## config.mk

```make
export PLATFORM = sky130hd
export DESIGN_NAME = ines_loader_flat
export DESIGN_NICKNAME = d
export VERILOG_FILES = /design/src/rtl/ines_loader_if.sv /design/src/rtl/ines_loader.sv /design/src/flat_wrapper.sv
export SDC_FILE = /design/constraint.sdc
export NUM_CORES = 1
export LEC_CHECK = 0
export ABC_AREA = 1
export ABC_CLOCK_PERIOD_IN_PS = 2510
export BUFFER_PORTS_ARGS = -buffer_cell sky130_fd_sc_hd__buf_2
export CORE_MARGIN = 2
export CORE_UTILIZATION = 40
export CTS_CLUSTER_DIAMETER = 80
export DETAILED_ROUTE_END_ITERATION = 16
export PLACE_DENSITY = 0.7
export SLEW_MARGIN = 15
export SYNTH_ARGS = -nofsm -noshare
export SYNTH_HDL_FRONTEND = slang
export SYNTH_SLANG_ARGS = --single-unit
```

## constraint.sdc

```tcl
create_clock -name i_clk -period 2.51 [get_ports i_clk]
set_input_delay 0.251 -clock i_clk [delete_from_list [all_inputs] [get_ports i_clk]]
set_output_delay 0.251 -clock i_clk [all_outputs]
set_load 0.1 [all_outputs]
```

## src/rtl/ines_loader_if.sv

```systemverilog
// rtl/ines_loader_if.sv - image byte stream, PRG/CHR write ports and status of ines_loader
// master drives the image stream and start; slave is the loader.
interface ines_loader_if;
   logic        start;
   logic [7:0]  in_data;
   logic        in_valid;
   logic        in_ready;
   logic        prg_we;
   logic [14:0] prg_addr;
   logic [7:0]  prg_wdata;
   logic        chr_we;
   logic [12:0] chr_addr;
   logic [7:0]  chr_wdata;
   logic [1:0]  prg_banks;
   logic        busy;
   logic        done;
   logic        error;
   logic [1:0]  err_code;

   modport master (
      output start, in_data, in_valid,
      input  in_ready, prg_we, prg_addr, prg_wdata, chr_we, chr_addr, chr_wdata,
      input  prg_banks, busy, done, error, err_code
   );

   modport slave (
      input  start, in_data, in_valid,
      output in_ready, prg_we, prg_addr, prg_wdata, chr_we, chr_addr, chr_wdata,
      output prg_banks, busy, done, error, err_code
   );
endinterface

```

## src/rtl/ines_loader.sv

```systemverilog
// rtl/ines_loader.sv - iNES mapper-0 image stream to PRG/CHR memory writer
// Define INES_TRAINER_SKIP_EN to discard a 512-byte trainer instead of rejecting the image.
module ines_loader #(
   parameter int MAX_PRG_BANKS = 2,
   parameter int MAX_CHR_BANKS = 1
) (
   input  logic         i_clk,
   input  logic         i_rst_n,
   ines_loader_if.slave bus
);
   typedef enum logic [2:0] {
      S_IDLE, S_HDR, S_TRAIN, S_PRG, S_CHR, S_DONE, S_ERR
   } state_t;

   localparam logic [31:0] MAGIC   = 32'h1A53_454E;
   localparam logic [7:0]  MAX_PRG = 8'(MAX_PRG_BANKS);
   localparam logic [7:0]  MAX_CHR = 8'(MAX_CHR_BANKS);

   state_t      r_state, w_state;
   logic [15:0] r_idx, w_idx;
   logic [7:0]  r_prg_cnt, w_prg_cnt;
   logic [7:0]  r_chr_cnt, w_chr_cnt;
   logic [3:0]  r_mapper_lo, w_mapper_lo;
   logic        r_trainer, w_trainer;
   logic        r_in_ready;
   logic        r_busy;
   logic        r_prg_we, w_prg_we;
   logic [14:0] r_prg_addr, w_prg_addr;
   logic [7:0]  r_prg_wdata, w_prg_wdata;
   logic        r_chr_we, w_chr_we;
   logic [12:0] r_chr_addr, w_chr_addr;
   logic [7:0]  r_chr_wdata, w_chr_wdata;
   logic [1:0]  r_prg_banks, w_prg_banks;
   logic        r_done, w_done;
   logic        r_error, w_error;
   logic [1:0]  r_err_code, w_err_code;
   logic        w_accept, w_prg_last, w_streaming;

   assign w_accept    = bus.in_valid & r_in_ready;
   assign w_prg_last  = (r_idx == ({r_prg_banks, 14'd0} - 16'd1));
   // ready/busy are registered from the next state so they never depend on in_valid
   assign w_streaming = (w_state == S_HDR) || (w_state == S_TRAIN) ||
                        (w_state == S_PRG) || (w_state == S_CHR);

   always_comb begin
      w_state     = r_state;
      w_idx       = r_idx;
      w_prg_cnt   = r_prg_cnt;
      w_chr_cnt   = r_chr_cnt;
      w_mapper_lo = r_mapper_lo;
      w_trainer   = r_trainer;
      w_prg_we    = 1'b0;
      w_prg_addr  = r_prg_addr;
      w_prg_wdata = r_prg_wdata;
      w_chr_we    = 1'b0;
      w_chr_addr  = r_chr_addr;
      w_chr_wdata = r_chr_wdata;
      w_prg_banks = r_prg_banks;
      w_done      = r_done;
      w_error     = r_error;
      w_err_code  = r_err_code;
      if (bus.start) begin
         w_state    = S_HDR;
         w_done     = 1'b0;
         w_error    = 1'b0;
         w_err_code = 2'd0;
      end else if (w_accept) begin
         w_idx = r_idx + 16'd1;
         unique case (r_state)
            S_HDR: begin
               if (r_idx < 16'd4 && bus.in_data != MAGIC[{r_idx[1:0], 3'b000} +: 8]) begin
                  w_state    = S_ERR;
                  w_error    = 1'b1;
                  w_err_code = 2'd1;
               end
               case (r_idx)
                  16'd4: begin
                     w_prg_cnt   = bus.in_data;
                     w_prg_banks = bus.in_data[1:0];
                  end
                  16'd5: w_chr_cnt = bus.in_data;
                  16'd6: begin
                     w_trainer   = bus.in_data[2];
                     w_mapper_lo = bus.in_data[7:4];
                  end
                  16'd7: begin
                     if (r_prg_cnt == 8'd0 || r_prg_cnt > MAX_PRG || r_chr_cnt > MAX_CHR ||
                         r_mapper_lo != 4'd0 || bus.in_data[7:4] != 4'd0) begin
                        w_state    = S_ERR;
                        w_error    = 1'b1;
                        w_err_code = 2'd2;
                     end
                  end
                  16'd15: begin
                     if (r_trainer) begin
`ifdef INES_TRAINER_SKIP_EN
                        w_state = S_TRAIN;
`else
                        w_state    = S_ERR;
                        w_error    = 1'b1;
                        w_err_code = 2'd3;
`endif
                     end else begin
                        w_state = S_PRG;
                     end
                  end
                  default: ;
               endcase
            end
`ifdef INES_TRAINER_SKIP_EN
            S_TRAIN: begin
               if (r_idx == 16'd511) w_state = S_PRG;
            end
`endif
            S_PRG: begin
               w_prg_we    = 1'b1;
               w_prg_addr  = r_idx[14:0];
               w_prg_wdata = bus.in_data;
               if (w_prg_last) begin
                  if (r_chr_cnt != 8'd0) begin
                     w_state = S_CHR;
                  end else begin
                     w_state = S_DONE;
                     w_done  = 1'b1;
                  end
               end
            end
            S_CHR: begin
               w_chr_we    = 1'b1;
               w_chr_addr  = r_idx[12:0];
               w_chr_wdata = bus.in_data;
               if (r_idx == 16'd8191) begin
                  w_state = S_DONE;
                  w_done  = 1'b1;
               end
            end
            default: ;
         endcase
      end
      if (bus.start || w_state != r_state) w_idx = 16'd0;
   end

   always_ff @(posedge i_clk) begin
      if (!i_rst_n) begin
         r_state     <= S_IDLE;
         r_idx       <= 16'd0;
         r_prg_cnt   <= 8'd0;
         r_chr_cnt   <= 8'd0;
         r_mapper_lo <= 4'd0;
         r_trainer   <= 1'b0;
         r_in_ready  <= 1'b0;
         r_busy      <= 1'b0;
         r_prg_we    <= 1'b0;
         r_prg_addr  <= 15'd0;
         r_prg_wdata <= 8'd0;
         r_chr_we    <= 1'b0;
         r_chr_addr  <= 13'd0;
         r_chr_wdata <= 8'd0;
         r_prg_banks <= 2'd0;
         r_done      <= 1'b0;
         r_error     <= 1'b0;
         r_err_code  <= 2'd0;
      end else begin
         r_state     <= w_state;
         r_idx       <= w_idx;
         r_prg_cnt   <= w_prg_cnt;
         r_chr_cnt   <= w_chr_cnt;
         r_mapper_lo <= w_mapper_lo;
         r_trainer   <= w_trainer;
         r_in_ready  <= w_streaming;
         r_busy      <= w_streaming;
         r_prg_we    <= w_prg_we;
         r_prg_addr  <= w_prg_addr;
         r_prg_wdata <= w_prg_wdata;
         r_chr_we    <= w_chr_we;
         r_chr_addr  <= w_chr_addr;
         r_chr_wdata <= w_chr_wdata;
         r_prg_banks <= w_prg_banks;
         r_done      <= w_done;
         r_error     <= w_error;
         r_err_code  <= w_err_code;
      end
   end

   assign bus.in_ready  = r_in_ready;
   assign bus.prg_we    = r_prg_we;
   assign bus.prg_addr  = r_prg_addr;
   assign bus.prg_wdata = r_prg_wdata;
   assign bus.chr_we    = r_chr_we;
   assign bus.chr_addr  = r_chr_addr;
   assign bus.chr_wdata = r_chr_wdata;
   assign bus.prg_banks = r_prg_banks;
   assign bus.busy      = r_busy;
   assign bus.done      = r_done;
   assign bus.error     = r_error;
   assign bus.err_code  = r_err_code;
endmodule

```

## src/flat_wrapper.sv

```systemverilog
// flat-port wrapper written by rule: the top's interface ports become plain ports
module ines_loader_flat 
#(
   parameter int MAX_PRG_BANKS = 2,
   parameter int MAX_CHR_BANKS = 1
)
  (i_clk, i_rst_n, bus_start, bus_in_data, bus_in_valid, bus_in_ready, bus_prg_we, bus_prg_addr, bus_prg_wdata, bus_chr_we, bus_chr_addr, bus_chr_wdata, bus_prg_banks, bus_busy, bus_done, bus_error, bus_err_code);
  ines_loader_if bus_i ();
  input  logic i_clk;
  input  logic i_rst_n;
  input wire logic [$bits(bus_i.start)-1:0] bus_start;
  input wire logic [$bits(bus_i.in_data)-1:0] bus_in_data;
  input wire logic [$bits(bus_i.in_valid)-1:0] bus_in_valid;
  output wire logic [$bits(bus_i.in_ready)-1:0] bus_in_ready;
  output wire logic [$bits(bus_i.prg_we)-1:0] bus_prg_we;
  output wire logic [$bits(bus_i.prg_addr)-1:0] bus_prg_addr;
  output wire logic [$bits(bus_i.prg_wdata)-1:0] bus_prg_wdata;
  output wire logic [$bits(bus_i.chr_we)-1:0] bus_chr_we;
  output wire logic [$bits(bus_i.chr_addr)-1:0] bus_chr_addr;
  output wire logic [$bits(bus_i.chr_wdata)-1:0] bus_chr_wdata;
  output wire logic [$bits(bus_i.prg_banks)-1:0] bus_prg_banks;
  output wire logic [$bits(bus_i.busy)-1:0] bus_busy;
  output wire logic [$bits(bus_i.done)-1:0] bus_done;
  output wire logic [$bits(bus_i.error)-1:0] bus_error;
  output wire logic [$bits(bus_i.err_code)-1:0] bus_err_code;
  assign bus_i.start = bus_start;
  assign bus_i.in_data = bus_in_data;
  assign bus_i.in_valid = bus_in_valid;
  assign bus_in_ready = bus_i.in_ready;
  assign bus_prg_we = bus_i.prg_we;
  assign bus_prg_addr = bus_i.prg_addr;
  assign bus_prg_wdata = bus_i.prg_wdata;
  assign bus_chr_we = bus_i.chr_we;
  assign bus_chr_addr = bus_i.chr_addr;
  assign bus_chr_wdata = bus_i.chr_wdata;
  assign bus_prg_banks = bus_i.prg_banks;
  assign bus_busy = bus_i.busy;
  assign bus_done = bus_i.done;
  assign bus_error = bus_i.error;
  assign bus_err_code = bus_i.err_code;
  ines_loader #(.MAX_PRG_BANKS(MAX_PRG_BANKS), .MAX_CHR_BANKS(MAX_CHR_BANKS)) u_core (.i_clk(i_clk), .i_rst_n(i_rst_n), .bus(bus_i));
endmodule
```

Yosys cells after proc, flatten, opt, wreduce, memory -nomap -nowiden
Cells that the tools add are included.

Logic and storage cells: 95. Flip-flop bits (word level): 93.

$lt $le $gt $ge: 3. Muxes and demuxes: 24. Bitwise gates (word level): 4. Shifts and indexed selects: 1. Add/subtract/negate cells: 2. Eq/ne operators: 19. Reduce and logical (&&, ||, !) cells: 25.

Operators by type and width (number): $eq A16 B3 Y1 const B (4); $shiftx A32 B6 Y8 const A (1); $mux W3 (7); $add A16 B1 Y16 const B (1); $eq A16 B13 Y1 const B (1); $eq A16 B16 Y1 (1); $eq A16 B4 Y1 const B (1); $lt A16 B3 Y1 const B (1); $sub A16 B1 Y16 const B (1); $reduce_and A4 Y1 (3); $eq A3 B2 Y1 const B (3); $mux W1 (9); $pmux W3 S3 (1); $gt A8 B1 Y1 const B (1); $gt A8 B2 Y1 const B (1); $logic_not A8 Y1 (1); $logic_or A1 B1 Y1 (8); $ne A8 B8 Y1 (1); $reduce_bool A4 Y1 (2); $reduce_bool A8 Y1 (1); $eq A3 B1 Y1 const B (2); $eq A3 B3 Y1 const B (2); $mux W2 (3); $pmux W3 S2 (1); 14 further kinds (21).

Longest topological paths before layout
Gate-level depths: netlist of run 1.

Depth in word-level cells: 14. Mapped depth: 19. Gate-level depth less buffers: 19.

Worst setup path before layout of run 1
Ideal clock, no wire load.

Path kind: reg2reg. Start point: reg u_core.r_in_ready (netlist: u_core.bus.in_ready). End point: reg u_core.r_chr_cnt[7]. Setup time: 0.070 ns. Path slack: 0.227 ns. Arrival time: 2.213 ns. Required time: 2.440 ns. Stages on the path, launching flop included: 12. Buffers on the path: 1. Cell sequence: dfxtp_1 nand2_1 nor2_2 inv_2 nor2_1 inv_1 nor2_2 inv_2 nor3_4 buf_4 o21ai_0 a21oi_1.

Word-level cells in the longest chain between the ends: 2.

Ends and longest elaborated chain: from (decl) (RTL line ines_loader.sv:25) `logic r_in_ready;`; from (signal assigned) (RTL line ines_loader.sv:170) `r_in_ready <= w_streaming;`; $and A1 B1 Y1 (RTL line ines_loader.sv:39) `assign w_accept = bus.in_valid & r_in_ready;`; $reduce_and A4 Y1 (no source line); to (signal assigned) (RTL line ines_loader.sv:167) `r_chr_cnt <= w_chr_cnt;`; to (decl) (RTL line ines_loader.sv:22) `logic [7:0] r_chr_cnt, w_chr_cnt;`.

Every way passes these cells. A chain may end at the register's enable or synchronous reset.

Worst setup path after layout of run 1
Start point: reg u_core.r_prg_banks[0] (netlist: u_core.bus.prg_banks[0]). End point: reg u_core.r_idx[2].

Word-level cells in the longest chain between the ends: 9.

Ends and longest elaborated chain: from (decl) (RTL line ines_loader.sv:33) `logic [1:0] r_prg_banks, w_prg_banks;`; from (signal assigned) (RTL line ines_loader.sv:178) `r_prg_banks <= w_prg_banks;`; $sub A16 B1 Y16 (RTL line ines_loader.sv:40) `assign w_prg_last = (r_idx == ({r_prg_banks, 14'd0} - 16'd1));`; $eq A16 B16 Y1 (RTL line ines_loader.sv:40); $mux W3 (RTL line ines_loader.sv:119) `if (w_prg_last) begin`; $pmux W3 S3 (RTL line ines_loader.sv:69) `unique case (r_state)`; $mux W3 (RTL line ines_loader.sv:67) `end else if (w_accept) begin`; $mux W3 (RTL line ines_loader.sv:62) `if (bus.start) begin`; $ne A3 B3 Y1 (RTL line ines_loader.sv:140) `if (bus.start || w_state != r_state) w_idx = 16'd0;`; $logic_or A1 B1 Y1 (RTL line ines_loader.sv:140); $reduce_or A2 Y1 (no source line); to (signal assigned) (RTL line ines_loader.sv:165) `r_idx <= w_idx;`; to (decl) (RTL line ines_loader.sv:20) `logic [15:0] r_idx, w_idx;`.

Every way passes these cells.

==> metrics.txt, run 1 <==
post-route minimum period between 2000 and 2500 ps; Yosys cell types 36; core box area 10,300 sq um; post-synthesis async set-or-reset flop share 0%; skew final between 10 and 15 ps; mapped cell area ~4200 sq um; drt first-iter violations 274; drt pass-1 iters 5; Pleak around 2.2 nW; Compound-Gate Fraction of Synth Area 16.8%; RSZ-0062 raised after global routing false; nets roughly 640; most frequent cells in the layout dfxtp_1, inv_1, nand2_1; setup violators final 0; Startpoint Class flip-flop; Longest Clk Path Bufs 2; largest family of logic cells by synthesized area simple AND/OR/NAND/NOR gates; die width 107 um; FP Rows 37; global-route wire length before repair around 18 mm; Syn Nets 580; GRT overflow 0; Mapped Cells 561; Post-synth EDFFs 0; largest net degree at the start of global routing 62; Power Density 549 nW/um^2; Fin Setup TNS 0 ps; CTS Buf Count 9; Detail Route Antenna Nets 0; final hold vios 0; Syn Area/Cell 7.54 sq um; Initial Utilization 41.1%; chip height 107 um; hold path depth 3; DRC 0; die area 11,400 sq um; Crit Path Category reg2reg; status finished clean; Wirelength per Cell 14.0 um; synth-to-layout area growth 15.7%; worst slew pin tran 504 ps; clk sink count 91; hpwl dp approximately 7.6 mm; Post-Synth XOR/XNOR Area 2.49%; top cell type's share of synthesized area 43.1%; Crit path required time 2810 ps; H-tree depth 3; Synth Area in Simple Gates 26.0%; fin. max-slew vios 0; max-cap violations 0; layout cells sized above 1 22.0%; CP endpoint kind flip-flop; leading post-synthesis cells by cell area dfxtp_1, o21ai_0, a21oi_1; I/O Pins between 60 and 70; leading area contributor after synthesis dfxtp_1; fin crit share 87.3%; Syn. warnings 0; clock latency on the worst-skew pair ~370 ps; Worst-path clk slew around 100 ps; #FFs+latches synth 91; Total GRT Usage 19.6%; GPL Wtd Cong 0.898; I/O Buffers 65; Filler Cell Count 1,038; maximum clock rate around 460 MHz; DP Worst Slack 172 ps; antenna fix cells 0; register area share after synthesis 43.1%; initial antenna violation count 0; root buffer cell clkbuf_8; DR vias 3,835; CTS tree yes; most used flip-flop cell after synthesis dfxtp_1; VDD IR-drop max 0.285 mV; worst relative slew slack 66.3%; min setup slack post-route 319 ps; commonest non-fill, non-tap cell in the layout dfxtp_1; post-synthesis mux area share 0%; vias in the first global route around 3,600; Vias/cell between 5 and 6; R2R depth 15; post-synthesis adder-cell area fraction under 10%; final WL 10.7 mm; worst-path fanout max 16; Arrival @ worst endpoint 2490 ps; min-delay worst type in2reg
Yosys cell counts (all sizes together), types with 3 or more instances:
cell type,instances
xor2,12
dfxtp,91
nand4,6
nor4,3
clkbuf,12
nand2,79
o21ai,67
inv,73
nor2,76
ha,7
buf,11
a21oi,57
nand3,27
a211oi,5
nor3,25
per-layer routing:
| metal | wire length (um) | track usage, % | part of all wire (%) | vias to the layer above |
|---|---|---|---|---|
| met2 | 4880 | 30.3 | 46 | 97 |
| met1 | 5070 | 26.5 | 47 | 1776 |
| met4 | 191 | 7.33 | 1.8 | 0 |
| met3 | 541 | 4.80 | 5.1 | 14 |
| li1 | - | - | - | 1948 |
| met5 | 0 | 0 | 0 | - |
final cells by class:
| cell class | instances | area, sq um | area share, % |
|---|---|---|---|
| Multi-Input combinational cell | 373 | 2000 | 40.9 |
| Sequential cell | 91 | 1830 | 37.3 |
| Timing Repair Buffer | 74 | 397 | 8.11 |
| Inverter | 74 | 278 | 5.68 |
| Tap cell | 136 | 170 | 3.48 |
| Clock buffer | 11 | 151 | 3.09 |
| Clock inverter | 5 | 67.6 | 1.38 |
registers in the layout, indices dropped and copies added (netlist names):
signal / count
u_core.bus.chr_addr: 13
u_core.bus.chr_wdata: 8
u_core.bus.chr_we: 1
u_core.bus.done: 1
u_core.bus.err_code: 2
u_core.bus.error: 1
u_core.bus.in_ready: 1
u_core.bus.prg_addr: 15
u_core.bus.prg_banks: 1
u_core.bus.prg_wdata: 8
u_core.bus.prg_we: 1
u_core.r_chr_cnt: 8
u_core.r_idx: 16
u_core.r_mapper_lo: 4
u_core.r_prg_cnt: 7
u_core.r_state: 3
u_core.r_trainer: 1
path summary, 6_finish.rpt:
kind	startpoint	to	slack, ps
worst max-delay path	u_core.bus.prg_banks[0]$_SDFFE_PN0P_	u_core.r_idx[2]$_SDFFE_PP0P_	320
worst min register to register	u_core.r_prg_cnt[5]$_SDFFE_PN0P_	u_core.r_prg_cnt[5]$_SDFFE_PN0P_	460
worst min-delay path	bus_in_data[5]	u_core.r_prg_cnt[5]$_SDFFE_PN0P_	180
worst max register to register	u_core.bus.prg_banks[0]$_SDFFE_PN0P_	u_core.r_idx[2]$_SDFFE_PP0P_	320
timing repair:
action,CTS,global route
setup endpoints to repair,0,16
gates resized for setup,0,4
hold buffers,0,0
buffers inserted,0,0
where the power goes:
part	switching [mW]	internal [mW]	leakage (nW)
clock	0.559	0.531	0.112
sequential	0.00481	1.45	0.735
combinational	0.110	0.0359	1.37
total	0.674	2.01	2.22
kinds of logic after synthesis:
family | Yosys count
and+or+nand+nor | 218
AOI/OAI and AO/OA | 136
buffers and inverters | 97
DFF | 91
xor gates and xnor gates | 12
adders and majority gates | 7
critical path, stage by stage, from the launching register on:
cell	delay, ps
dfxtp_1	360
inv_1	150
ha_1	170
inv_1	40
nand2_1	40
nand3_1	60
nor2_1	130
nand2_1	120
o21ai_0	310
nand2_1	90
nand2_1	70
nand2_1	70
nand3_1	100
nand3_2	70
buf_6	190
nor3_1	150
stage by stage:
stage               cells  power (mW)  utilization, %  instance area [sq um]  hold WS (ps)
floorplan             561        1.59               -                   4230           386
global placement      748        1.63            45.4                   4670           442
detailed placement    748        1.63            45.4                   4670           451
CTS                   764        2.71            47.5                   4880           170
global route          764        2.78            47.6                   4890           210
finish                764        2.69            47.6                   4890           180
Power figures use the tool's default switching activity.
==> run 2: changes to the inputs <==
- ABC_AREA: 1 -> default
==> metrics.txt, run 2 <==
internal power 1.98 mW (was 2.01 mW); most used flip-flop cell after synthesis dfxtp_1 (unchanged); DR vias 3,665 (was 3,835); register area share after synthesis 45.3% (was 43.1%); worst-path fanout max 8 (was 16); flip-flop and latch area 1830 sq um (about the same); Startpoint Class flip-flop (unchanged); CP endpoint kind flip-flop (unchanged); Pleak 1.82 nW (was 2.22 nW); Post-synth top cells nand2_1, dfxtp_1, a21oi_1 (was dfxtp_1, inv_1, nand2_1); #FFs+latches synth 91 (unchanged); top cell type's share of synthesized area 45.3% (was 43.1%); Total GRT Usage 19.4% (was 19.6%); DRC 0 (unchanged); Mapped Cells 499 (was 561); Post-synth EDFFs 0 (unchanged); CTS tree yes (unchanged); WL met1 4.84 mm (was 5.07 mm); Power Density 558 nW/um^2 (was 549 nW/um^2); initial antenna violation count 0 (unchanged); die width 104 um (was 107 um); post-synthesis async set-or-reset flop share 0% (unchanged); FP Rows 36 (was 37); Detail Route Antenna Nets 0 (unchanged); clock latency on the worst-skew pair 360 ps (was 370 ps); Filler Cell Count 992 (was 1,038); VDD IR-drop max 0.371 mV (was 0.285 mV); Yosys cell types 57 (was 36); layout cells sized above 1 21.1% (was 22.0%); max reg flops 16 (unchanged); drt pass-1 iters 4 (was 5); CTS Buf Count 9 (unchanged); commonest non-fill, non-tap cell in the layout nand2_1 (was dfxtp_1); GPL Wtd Cong 0.939 (was 0.898); I/O Buffers 65 (unchanged); Vias/cell 5.25 (was 5.02); largest net degree at the start of global routing 43 (was 62); chip height 104 um (was 107 um); hpwl dp 7.35 mm (was 7.61 mm); post-route minimum period 2360 ps (was 2190 ps); leading post-synthesis cells by cell area dfxtp_1, nand2_1, a21oi_1 (was dfxtp_1, o21ai_0, a21oi_1); Post-CTS Setup Bufs 0 (unchanged); Arrival @ worst endpoint 2600 ps (was 2490 ps); Seq pwr share 55.2% (was 54.0%); Clock power frac 39.3% (was 40.6%); die area 10,900 sq um (was 11,400 sq um); Crit Path Category reg2reg (unchanged); area post-placement 4500 sq um (was 4670 sq um); root buffer cell clkbuf_8 (unchanged); worst slew pin tran 962 ps (was 504 ps); final hold vios 0 (unchanged); RSZ-0062 raised after global routing false (unchanged); skew final 9.60 ps (was 12.4 ps); H-tree depth 3 (unchanged); Wirelength per Cell 14.9 um (was 14.0 um); GRT overflow 0 (unchanged); min-delay worst type in2reg (unchanged); fin. max-slew vios 0 (unchanged); Resize count post-CTS 0 (unchanged); Worst-path clk slew 90 ps (was 100 ps); Crit path required time 2750 ps (was 2810 ps); Most flops, register u_core.r_idx (unchanged); Longest Clk Path Bufs 2 (unchanged); min setup slack post-route 152 ps (was 319 ps); Switching Share 24.7% (was 25.1%); final WL 10.4 mm (was 10.7 mm); fin crit share 93.9% (was 87.3%); cts hold-fix bufs 0 (unchanged); Syn. warnings 0 (unchanged); highest routed metal layer met4 (unchanged); setup violators final 0 (unchanged); status finished clean (unchanged); combinational fraction of design power 5.5% (was 5.4%); I/O Pins 66 (unchanged); worst relative slew slack 35.9% (was 66.3%); Initial Utilization 41.2% (was 41.1%); design area 4710 sq um (was 4890 sq um); synth-to-layout area growth 17.1% (was 15.7%); nets 579 (was 642); max-cap violations 0 (unchanged); mapped cell area 4020 sq um (was 4230 sq um); met2 WL post-DR 5.04 mm (was 4.88 mm); maximum clock rate 424 MHz (was 456 MHz); DP Worst Slack 103 ps (was 172 ps); vias in the first global route 3,542 (was 3,619); Fin Setup TNS 0 ps (unchanged); met3 WL 427 um (was 541 um); global-route wire length before repair 17.4 mm (was 17.6 mm); Syn Nets 518 (was 580); leading area contributor after synthesis dfxtp_1 (unchanged); drt first-iter violations 207 (was 274); core box area 9770 sq um (was 10,300 sq um); Syn Area/Cell 8.06 sq um (was 7.54 sq um); most frequent cell after synthesis nand2_1 (was dfxtp_1); clk sink count 91 (unchanged); area of the multi-input gates 2020 sq um (was 2000 sq um); switching pwr 0.649 mW (was 0.674 mW); antenna fix cells 0 (unchanged); most frequent cells in the layout nand2_1, dfxtp_1, a21oi_1 (was dfxtp_1, inv_1, nand2_1)
## run 2: changes by cell type after synthesis, sizes merged, moves of 8 or more
cell	change
o21ai	-65
inv	-66
clkbuf	+8
a21oi	+11
nand2	+48
nor3	-18
nor2	-40
and3	+9
## run 2: final cells by class
type	count	share of cell area [%]
clock buffer	10	2.92
inverter	8	0.637
timing repair buffer	82	9.88
sequential	91	38.8
tap	133	3.53
multi-input combinational	368	42.8
clock inverter	6	1.49
## run 2: worst paths after layout
path / to / startpoint / slack [ps] / depth (start not counted)
worst max register to register: u_core.r_idx[8]$_SDFFE_PP0P_ / u_core.r_prg_cnt[1]$_SDFFE_PN0P_ / 150 / 9
worst max-delay path: u_core.r_idx[8]$_SDFFE_PP0P_ / u_core.r_prg_cnt[1]$_SDFFE_PN0P_ / 150 / 9
worst min-delay path: u_core.r_state[0]$_SDFF_PN0_ / i_rst_n / 170 / 2
worst min register to register: u_core.bus.prg_wdata[4]$_SDFFE_PN0P_ / u_core.bus.prg_wdata[4]$_SDFFE_PN0P_ / 450 / 2
## run 2: power groups by stage
| stage | Combinational, mW | Clock [mW] | Sequential (mW) |
|---|---|---|---|
| global placement | 0.141 | 0 | 1.49 |
| finish | 0.143 | 1.03 | 1.45 |
| CTS | 0.144 | 1.05 | 1.45 |
| detailed placement | 0.143 | 0 | 1.49 |
| global route | 0.153 | 1.11 | 1.45 |
| floorplan | 0.0806 | 0 | 1.50 |
## run 2: cells by family (layout without fill, tap and decap cells)
group	count (synthesis)	count (layout)	synth area share (%)
fa+ha+maj	7	7	2.18
xor+xnor	19	19	4.14
simple gates	247	247	28.4
mux	1	1	0.280
flops	91	91	45.3
compound gates	94	94	15.1
buf+inv	40	106	4.63
## run 2: critical path, cell delays in order (launching register included)
cell and delay [ps]:
dfxtp_1 390, inv_1 70, ha_1 340, xor2_1 140, and3_1 220, a31o_4 190
nand2_2 70, or3_4 400, o211ai_4 330, nor2_1 90
## run 2: per-layer routing
| layer | vias up | track usage [%] |
|---|---|---|
| li1 | 1808 | - |
| met1 | 1761 | 24.8 |
| met2 | 84 | 33.1 |
| met3 | 12 | 3.57 |
| met4 | 0 | 5.89 |
| met5 | - | 0 |
## run 2: stage by stage
stage / power (mW) / cells / hold WS (ps) / utilization, %
after detailed placement: 1.63 / 682 / 446 / 46.0
after floorplan: 1.58 / 499 / 373 / -
final: 2.63 / 698 / 171 / 48.2
after global placement: 1.63 / 682 / 439 / 46.0
after global routing: 2.72 / 698 / 165 / 48.2
after CTS: 2.65 / 698 / 158 / 48.2
==> run 3: changes to the inputs <==
- ABC_CLOCK_PERIOD_IN_PS: 2510 -> 2400
- clock period: 2.51 -> 2.4 ns (I/O delays scaled with it)
==> metrics.txt, run 3 (synthesis results as in run 2) <==
CTS Buf Count 9 (unchanged); maximum clock rate 414 MHz (was 424 MHz); Crit Path Category reg2reg (unchanged); Worst-path clk slew 100 ps (was 90 ps); core box area 9770 sq um (unchanged); area of the multi-input gates 2090 sq um (was 2020 sq um); layout cells sized above 1 24.7% (was 21.1%); nets 590 (was 579); Filler Cell Count 967 (was 992); vias in the first global route 3,538 (was 3,542); chip height 104 um (unchanged); I/O Pins 66 (unchanged); root buffer cell clkbuf_8 (unchanged); GRT overflow 0 (unchanged); met3 usage 4.64% (was 3.57%); Total GRT Usage 19.9% (was 19.4%); drt pass-1 iters 4 (unchanged); RSZ-0062 raised after global routing true (was false); worst-path fanout max 5 (was 8); post-route minimum period 2420 ps (was 2360 ps); Arrival @ worst endpoint 2680 ps (was 2600 ps); antenna fix cells 0 (unchanged); CP endpoint kind flip-flop (unchanged); Most flops, register u_core.r_idx (unchanged); die width 104 um (unchanged); worst relative slew slack 61.2% (was 35.9%); largest net degree at the start of global routing 53 (was 43); DRC 0 (unchanged); H-tree depth 3 (unchanged); worst slew pin tran 579 ps (was 962 ps); Vias/cell 5.30 (was 5.25); FP Rows 36 (unchanged); DR vias 3,761 (was 3,665); Detail Route Antenna Nets 0 (unchanged); hpwl dp 7.52 mm (was 7.35 mm); commonest non-fill, non-tap cell in the layout nand2_1 (unchanged); synth-to-layout area growth 22.0% (was 17.1%); max reg flops 16 (unchanged); min-delay worst type in2reg (unchanged); Pleak 1.90 nW (was 1.82 nW); flip-flop and latch area 1830 sq um (about the same); DP Worst Slack 7.49 ps (was 103 ps); Longest Clk Path Bufs 2 (unchanged); most frequent cells in the layout nand2_1, dfxtp_1, a21oi_1 (unchanged); crit path cell chain inv_4 -> ha_4 -> xnor2_4 -> nor4_4 -> a311o_1 -> a31oi_2 -> o21a_1 -> nor4_2 -> mux2_2 (was inv_1 -> ha_1 -> xor2_1 -> and3_1 -> a31o_4 -> nand2_2 -> or3_4 -> o211ai_4 -> nor2_1); worst path bufs/invs 1 (unchanged); VDD IR-drop max 0.307 mV (was 0.371 mV); Fin Setup TNS -17.8 ps (was 0 ps); Worst path max stage delay 390 ps (was 400 ps); Wirelength per Cell 15.2 um (was 14.9 um); status finished with violations (was finished clean); failing checks setup timing; global-route wire length before repair 17.5 mm (was 17.4 mm); final hold vios 0 (unchanged); GPL Wtd Cong 0.910 (was 0.939); Startpoint Class flip-flop (unchanged); CTS tree yes (unchanged); min setup slack post-route -17.8 ps (was 152 ps); I/O Buffers 65 (unchanged); clk sink count 91 (unchanged); die area 10,900 sq um (unchanged); crit-path leading delay family simple AND/OR/NAND/NOR gates (unchanged); final WL 10.8 mm (was 10.4 mm); Hold WS 162 ps (was 171 ps); initial antenna violation count 0 (unchanged); skew final 11.4 ps (was 9.60 ps); Power Density 585 nW/um^2 (was 558 nW/um^2); max-cap violations 0 (unchanged); drt first-iter violations 251 (was 207); slowest CP cell dfxtp_4 (was or3_4); clock latency on the worst-skew pair 370 ps (was 360 ps); Initial Utilization 41.2% (unchanged); GR Layer Usage met2 33.6% (was 33.1%); fin. max-slew vios 0 (unchanged); Crit path required time 2660 ps (was 2750 ps); met1 Resource Use GR 25.5% (was 24.8%); setup violators final 1 (was 0); fin crit share 101% (was 93.9%); global route hottest layer met2 (unchanged)
## run 3: what timing repair did
item                       4_1_cts  5_1_grt
setup buffers                    0        4
hold endpoints to repair         0        0
hold buffers                     0        0
pin swaps                        0        7
resized for setup                1       20
setup endpoints to repair        1       16
## run 3: metal layers
layer / up-vias / wire length, um
met5: - / 0
met4: 0 / 165
met3: 18 / 566
met2: 107 / 5320
met1: 1802 / 4750
li1: 1834 / -
## run 3: path summary, 6_finish.rpt
path	start	to	slack [ps]	cells after the start
worst max-delay path	u_core.r_idx[1]$_SDFFE_PP0P_	u_core.bus.in_ready$_SDFF_PN0_	-20	9
worst min-delay path	i_rst_n	u_core.r_state[0]$_SDFF_PN0_	160	2
worst max register to register	u_core.r_idx[1]$_SDFFE_PP0P_	u_core.bus.in_ready$_SDFF_PN0_	-20	9
worst min register to register	u_core.bus.chr_addr[1]$_SDFFE_PN0P_	u_core.bus.chr_addr[1]$_SDFFE_PN0P_	460	2
## run 3: cell type report
class | count | area share, %
clock buffer | 10 | 2.60
clock inverter | 6 | 1.96
inverter | 8 | 0.663
multi-input combinational | 368 | 42.6
sequential | 91 | 37.4
tap | 133 | 3.39
timing repair buffer | 93 | 11.4
## run 3: metrics by stage
stage	cells	total power [mW]	cell area, sq um	utilization [%]
finish	709	2.87	4910	50.2
global route	709	2.98	4910	50.2
CTS	705	2.89	4790	49.0
detailed placement	689	1.71	4570	46.7
global placement	689	1.70	4570	46.7
floorplan	499	1.65	4030	-
## run 3: where the power goes
group / switching [mW] / internal [mW] / leakage [nW]
Clock: 0.588 / 0.600 / 0.109
Sequential: 0.00524 / 1.51 / 0.736
Combinational: 0.116 / 0.0484 / 1.05
